<file path="config.mk">
export PLATFORM = sky130hd
export DESIGN_NAME = stream_maxi
export DESIGN_NICKNAME = d
export VERILOG_FILES = /design/src/rtl/maxi_pkg.sv /design/src/rtl/maxi_lane_tree.sv /design/src/rtl/stream_maxi.sv
export SDC_FILE = /design/constraint.sdc
export NUM_CORES = 1
export LEC_CHECK = 0
export ABC_AREA = 1
export BUFFER_PORTS_ARGS = -buffer_cell sky130_fd_sc_hd__buf_2
export CORE_UTILIZATION = 41
export CTS_CLUSTER_DIAMETER = 40
export CTS_CLUSTER_SIZE = 8
export DETAILED_ROUTE_END_ITERATION = 8
export PLACE_DENSITY = 0.69
export SLEW_MARGIN = 30
export SYNTH_ARGS = -nofsm -noshare
export SYNTH_HDL_FRONTEND = slang
export SYNTH_SLANG_ARGS = --single-unit
export TNS_END_PERCENT = 50
</file>
<file path="constraint.sdc">
create_clock -name clock -period 6 [get_ports clock]
set_input_delay 0 -clock clock [delete_from_list [all_inputs] [get_ports clock]]
set_output_delay 0 -clock clock [all_outputs]
set_load 0.005 [all_outputs]
</file>
<file path="src/rtl/maxi_pkg.sv">
// maxi_pkg: FSM state encoding and the sample compare helper shared by
// stream_maxi and maxi_lane_tree.
package maxi_pkg;

    // Widest sample the compare helper handles.
    localparam int MAX_DATA_W = 64;

    typedef enum logic [1:0] {
        IDLE  = 2'd0,
        ACCUM = 2'd1,
        HOLD  = 2'd2
    } maxi_state_e;

    // Strict a > b over the low `width` bits (upper bits must be zero).
    // In signed mode the sign bit is inverted on both operands, which maps
    // two's-complement order onto plain unsigned order.
    function automatic logic is_greater(input logic [MAX_DATA_W-1:0] a,
                                        input logic [MAX_DATA_W-1:0] b,
                                        input int                    width,
                                        input logic                  signed_mode);
        logic [MAX_DATA_W-1:0] sign_bit;
        logic [MAX_DATA_W-1:0] ua;
        logic [MAX_DATA_W-1:0] ub;
        sign_bit = MAX_DATA_W'(1) << (width - 1);
        ua       = signed_mode ? (a ^ sign_bit) : a;
        ub       = signed_mode ? (b ^ sign_bit) : b;
        return ua > ub;
    endfunction

endpackage

</file>
<file path="src/rtl/maxi_lane_tree.sv">
// maxi_lane_tree: combinational LANES-input max tree. With MAXI_ARGMAX_EN
// defined it also reports the lane holding the maximum; on ties the lower
// lane wins.
module maxi_lane_tree
    import maxi_pkg::*;
#(
    parameter int LANES      = 4,
    parameter int DATA_WIDTH = 32,
    parameter int SIGNED     = 0
`ifdef MAXI_ARGMAX_EN
    ,
    localparam int LANE_W    = (LANES > 1) ? $clog2(LANES) : 1
`endif
) (
    input  logic [LANES*DATA_WIDTH-1:0] lane_data,
    output logic [DATA_WIDTH-1:0]       beat_max
`ifdef MAXI_ARGMAX_EN
    ,
    output logic [LANE_W-1:0]           beat_lane
`endif
);

    localparam int LEVELS = $clog2(LANES);

    // Pairwise reduction: each node keeps its left (lower) child unless the
    // right child is strictly greater. Node k of a level lands in slot k,
    // which the loop has already consumed, so the reduction runs in place.
    always_comb begin
        logic [DATA_WIDTH-1:0] val [LANES];
`ifdef MAXI_ARGMAX_EN
        logic [LANE_W-1:0]     idx [LANES];
`endif
        // NOTE: every temporary and output is written unconditionally before
        // any branch, so no path leaves a value held and no latch is inferred.
        for (int k = 0; k < LANES; k++) begin
            val[k] = lane_data[k*DATA_WIDTH +: DATA_WIDTH];
`ifdef MAXI_ARGMAX_EN
            idx[k] = LANE_W'(k);
`endif
        end
        for (int l = 0; l < LEVELS; l++) begin
            for (int k = 0; k < (LANES >> (l + 1)); k++) begin
                if (is_greater(MAX_DATA_W'(val[2*k+1]), MAX_DATA_W'(val[2*k]),
                               DATA_WIDTH, SIGNED != 0)) begin
                    val[k] = val[2*k+1];
`ifdef MAXI_ARGMAX_EN
                    idx[k] = idx[2*k+1];
`endif
                end else begin
                    val[k] = val[2*k];
`ifdef MAXI_ARGMAX_EN
                    idx[k] = idx[2*k];
`endif
                end
            end
        end
        beat_max  = val[0];
`ifdef MAXI_ARGMAX_EN
        beat_lane = idx[0];
`endif
    end

endmodule

</file>
<file path="src/rtl/stream_maxi.sv">
// stream_maxi: frame maximum over a LANES-wide sample stream.
// Each frame of N samples arrives as N/LANES beats; one result per frame is
// held on out_max until the consumer takes it. Define MAXI_ARGMAX_EN to add
// out_index (frame position of the first maximum) and its index logic.
module stream_maxi
    import maxi_pkg::*;
#(
    parameter int N          = 1024,
    parameter int DATA_WIDTH = 32,
    parameter int LANES      = 4,
    parameter int SIGNED     = 0
`ifdef MAXI_ARGMAX_EN
    ,
    localparam int IDX_W     = (N > 1) ? $clog2(N) : 1
`endif
) (
    input  logic                        clock,
    input  logic                        reset_n,
    input  logic                        in_valid,
    output logic                        in_ready,
    input  logic [LANES*DATA_WIDTH-1:0] in_data,
    output logic                        out_valid,
    input  logic                        out_ready,
    output logic [DATA_WIDTH-1:0]       out_max
`ifdef MAXI_ARGMAX_EN
    ,
    output logic [IDX_W-1:0]            out_index
`endif
);

    localparam int BEATS  = N / LANES;
    localparam int BEAT_W = (BEATS > 1) ? $clog2(BEATS) : 1;
`ifdef MAXI_ARGMAX_EN
    localparam int LANE_W = (LANES > 1) ? $clog2(LANES) : 1;
`endif

    maxi_state_e           state;
    maxi_state_e           state_next;
    logic [BEAT_W-1:0]     beat_count;
    logic [DATA_WIDTH-1:0] acc_max;
    logic [DATA_WIDTH-1:0] beat_max;
    logic [DATA_WIDTH-1:0] next_max;
    logic                  beat_fire;
    logic                  last_beat;
    logic                  take_beat;
`ifdef MAXI_ARGMAX_EN
    logic [IDX_W-1:0]      acc_index;
    logic [IDX_W-1:0]      next_index;
    logic [LANE_W-1:0]     beat_lane;
`endif

    maxi_lane_tree #(
        .LANES      (LANES),
        .DATA_WIDTH (DATA_WIDTH),
        .SIGNED     (SIGNED)
    ) u_tree (
        .lane_data  (in_data),
        .beat_max   (beat_max)
`ifdef MAXI_ARGMAX_EN
        ,
        .beat_lane  (beat_lane)
`endif
    );

    // Handshake: a pending result blocks input; ready is forced low in reset.
    assign in_ready  = reset_n && (state != HOLD);
    assign out_valid = (state == HOLD);
    assign beat_fire = in_valid && in_ready;

    // beat_count is 0 in IDLE, so a one-beat frame is also the last beat.
    assign last_beat = (beat_count == BEAT_W'(BEATS - 1));

    // The first beat of a frame always loads; later beats must win strictly,
    // which keeps the earliest frame position on ties across beats.
    assign take_beat = (state == IDLE) ||
                       is_greater(MAX_DATA_W'(beat_max), MAX_DATA_W'(acc_max),
                                  DATA_WIDTH, SIGNED != 0);
    assign next_max  = take_beat ? beat_max : acc_max;
`ifdef MAXI_ARGMAX_EN
    assign next_index = take_beat ?
                        (IDX_W'(beat_count) * IDX_W'(LANES) + IDX_W'(beat_lane)) :
                        acc_index;
`endif

    // State register.
    always_ff @(posedge clock) begin
        // NOTE: clocked state uses non-blocking assignment so every register
        // samples pre-edge values regardless of block evaluation order.
        if (!reset_n) begin
            state <= IDLE;
        end else begin
            state <= state_next;
        end
    end

    // Next-state logic.
    always_comb begin
        state_next = state;
        case (state)
            IDLE:    if (beat_fire) state_next = last_beat ? HOLD : ACCUM;
            ACCUM:   if (beat_fire && last_beat) state_next = HOLD;
            HOLD:    if (out_ready) state_next = IDLE;
            default: state_next = IDLE;
        endcase
    end

    // Beat counter, running max and result registers.
    always_ff @(posedge clock) begin
        // NOTE: the accumulator is reset even though the first beat reloads
        // it, so outputs are deterministic from the first cycle after reset.
        if (!reset_n) begin
            beat_count <= '0;
            acc_max    <= '0;
            out_max    <= '0;
`ifdef MAXI_ARGMAX_EN
            acc_index  <= '0;
            out_index  <= '0;
`endif
        end else if (beat_fire) begin
            beat_count <= last_beat ? '0 : beat_count + 1'b1;
            acc_max    <= next_max;
`ifdef MAXI_ARGMAX_EN
            acc_index  <= next_index;
`endif
            if (last_beat) begin
                out_max   <= next_max;
`ifdef MAXI_ARGMAX_EN
                out_index <= next_index;
`endif
            end
        end
    end

endmodule

</file>
==> flow_metrics.env <==
export IMPL_status="finished, final reports clean"
export IMPL_hold_viol=0
export IMPL_dp_hpwl_microns=21000
export IMPL_core_sq_mm=0.0197
export IMPL_syn_nets=1640
export IMPL_dr_total_vias=9277
export IMPL_crit_required_ps=6290
export IMPL_slowest_stage="ha_1"
export IMPL_hold_path_class="in -> reg"
export IMPL_row_count=51
export IMPL_power_per_cell_area_mw_per_mm2=234
export IMPL_cap_viol_max_count=0
export IMPL_cp_arrival_ps=5700
export IMPL_detail_route_first_pass_iterations=5
export IMPL_tns_ps=0
export IMPL_criticalPathCategory="in -> reg"
export IMPL_rsz0062_at_grt="false"
export IMPL_numCtsBuffers=9
export IMPL_drtAntennaViolNets=0
export IMPL_grt_pass1_wl_microns=42800
export IMPL_dpl_cell_area_sq_mm=0.00940
export IMPL_cts_tree="done"
export IMPL_critPathLaunchType="primary input"
export IMPL_num_nets_final=1784
export IMPL_design_area_sq_mm=0.00976
export IMPL_drive_gt1_frac=0.151
export IMPL_clkPwrFrac=0.250
export IMPL_place_gp_congestion=0.930
export IMPL_critPathCaptureType="flip-flop"
export IMPL_io_pins=166
export IMPL_finalSetupViolations=0
export IMPL_die_h_microns=145
export IMPL_fmax_mhz=185
export IMPL_slew_headroom=0.514
export IMPL_final_fill_count=2062
export IMPL_die_area_sq_mm=0.0210
export IMPL_grt_ovfl_total=0
export IMPL_switchingPower_uw=988
export IMPL_dieWidth_microns=145
export IMPL_clockBufferDepth=2
export IMPL_period_share=0.902
export IMPL_min_period_ps=5410
export IMPL_root_buffer="clkbuf_16"
export IMPL_track_usage=0.253
export IMPL_area_delta_synth_final_pct=16.5
export IMPL_max_vdd_ir_drop_uv=161
export IMPL_wl_per_cell_microns=14.7
export IMPL_drt_iter0_drc=602
export IMPL_drcViolationCount=0
export IMPL_grt_max_degree=49
export IMPL_cellLeakagePower_uw=0.00565
export IMPL_portBuffers=165
export IMPL_drv_slew=0
export IMPL_grt_pass1_vias=8571
export IMPL_syn_mean_instance_area_sq_um=6.08
export IMPL_clock_latency_ps=350
export IMPL_crit_fanout=48
export IMPL_clock_sinks=74
export IMPL_pwr_share_comb=0.513
export IMPL_max_slew_worst_pin_slew_ps=729
export IMPL_ys_seq_area_frac=0.177
export IMPL_netlist_instances=1379
export IMPL_path_common_cell="nand2_1"
export IMPL_p_seq_frac=0.238
export IMPL_netlist_area_sq_mm=0.00838
export IMPL_finalClockSkew_ps=10.9
export IMPL_ctsResizeCount=0
export IMPL_wirelength_microns=26300
export IMPL_antenna_found_initial=1
export IMPL_start_util=0.425
export IMPL_detail_route_vias_per_cell=5.17
export IMPL_synth_warnings=0
export IMPL_clk_pin_slew_worst_paths_ps=70
export IMPL_ys_types=35
export IMPL_p_int_uw=1300
export IMPL_synth_seq_cells=74
export IMPL_cts_htree_levels=3
export IMPL_cp_slowest_stage_delay_ps=320
export IMPL_switching_share=0.433
[per-stage QoR]
stage	power (uW)	hold slack, ps	instances	utilization	setup WS [ps]
2_1_floorplan	1380	159	1379	-	1670
3_3_place_gp	1680	300	1774	0.477	435
3_5_place_dp	1700	315	1774	0.477	335
4_1_cts	2280	141	1792	0.493	676
5_1_grt	2480	198	1793	0.495	101
6_report	2280	157	1795	0.495	589
[placed cells by master, fill, tap and decap left out, types with 8 or more instances in the layout]
cell type | synthesis | routed
buf_4 | 13 | 15
nor3_1 | 8 | 8
nand2_1 | 486 | 486
buf_2 | 29 | 165
dfxtp_1 | 74 | 74
ha_1 | 129 | 129
and2_1 | 31 | 31
or2_0 | 29 | 29
nand4_1 | 9 | 9
inv_1 | 166 | 166
clkbuf_16 | 0 | 9
nand3_1 | 201 | 201
a21oi_1 | 65 | 65
nor2_1 | 33 | 33
o21ai_0 | 50 | 50
[timing repair]
action                                 4_1_cts  5_1_grt
endpoints found under the hold margin        2        0
setup endpoints to repair                    0        0
hold buffers                                 2        0
setup buffers                                0        0
[metal layers]
metal,vias up,global-route usage,part of all wire,wire length (microns)
li1,4736,-,-,-
met5,-,0,0.00049,13
met3,31,0.0374,0.069,1820
met4,2,0.0771,0.018,480
met2,321,0.419,0.45,12000
met1,4187,0.338,0.46,12100
[synth_stat cells (all sizes together)]
cell,number,area share
a21o,3,0.0027
a21oi,65,0.039
a31oi,1,0.00075
and2,31,0.023
and3,1,0.00075
buf,46,0.033
clkbuf,7,0.0031
dfxtp,74,0.18
ha,129,0.19
inv,172,0.077
nand2,494,0.22
nand3,201,0.12
nand4,11,0.011
nor2,39,0.020
nor3,11,0.0091
nor4,2,0.0030
o211ai,1,0.00090
o21a,6,0.0054
o21ai,51,0.030
or2,33,0.025
xor2,1,0.0010
[critical path: cells and delay by family]
family | cells | cell delay [ps]
buffers and inverters | 8 | 1390
adders and majority gates | 3 | 910
AOI/OAI and AO/OA | 2 | 370
and+or+nand+nor | 26 | 3000
[state kept, by name, indices dropped and copies added, names as in the netlist]
signal,flops
state,2
acc_max,32
out_max,32
beat_count,8
[worst paths after layout]
check / startpoint / cells after the start / to / slack, ps
worst min-delay path: in_data[15] / 7 / acc_max[15] / 160
worst max register to register: beat_count[0] / 11 / beat_count[4] / 3330
worst max-delay path: in_data[11] / 39 / out_max[9] / 590
worst min register to register: out_max[22] / 2 / out_max[22] / 450
[kinds of logic after synthesis]
| kind of cell | count (synthesis) | share of synthesized area |
|---|---|---|
| DFF | 74 | 0.177 |
| buffers and inverters | 225 | 0.114 |
| and+or+nand+nor | 823 | 0.437 |
| adders and majority gates | 129 | 0.193 |
| AOI/OAI and AO/OA | 127 | 0.0790 |
| xor gates and xnor gates | 1 | 0.00105 |
[power by group through the flow]
| stage | Sequential (uW) | Clock (uW) | Combinational, uW |
|---|---|---|---|
| floorplan | 550 | 0 | 833 |
| global placement | 553 | 0 | 1130 |
| detailed placement | 553 | 0 | 1150 |
| CTS | 543 | 578 | 1160 |
| global route | 547 | 598 | 1340 |
| finish | 543 | 570 | 1170 |
[area by class of cell]
| cell class | instances | area, sq um | share of cell area |
|---|---|---|---|
| inverter | 172 | 646 | 0.0661 |
| sequential | 74 | 1480 | 0.152 |
| clock buffer | 9 | 225 | 0.0231 |
| tap | 265 | 332 | 0.0340 |
| timing repair buffer | 186 | 1050 | 0.107 |
| antenna | 2 | 5.00 | 0.000513 |
| multi-input combinational | 1080 | 5940 | 0.609 |
| clock inverter | 7 | 82.6 | 0.00846 |
(Power assumes the default switching activity.)
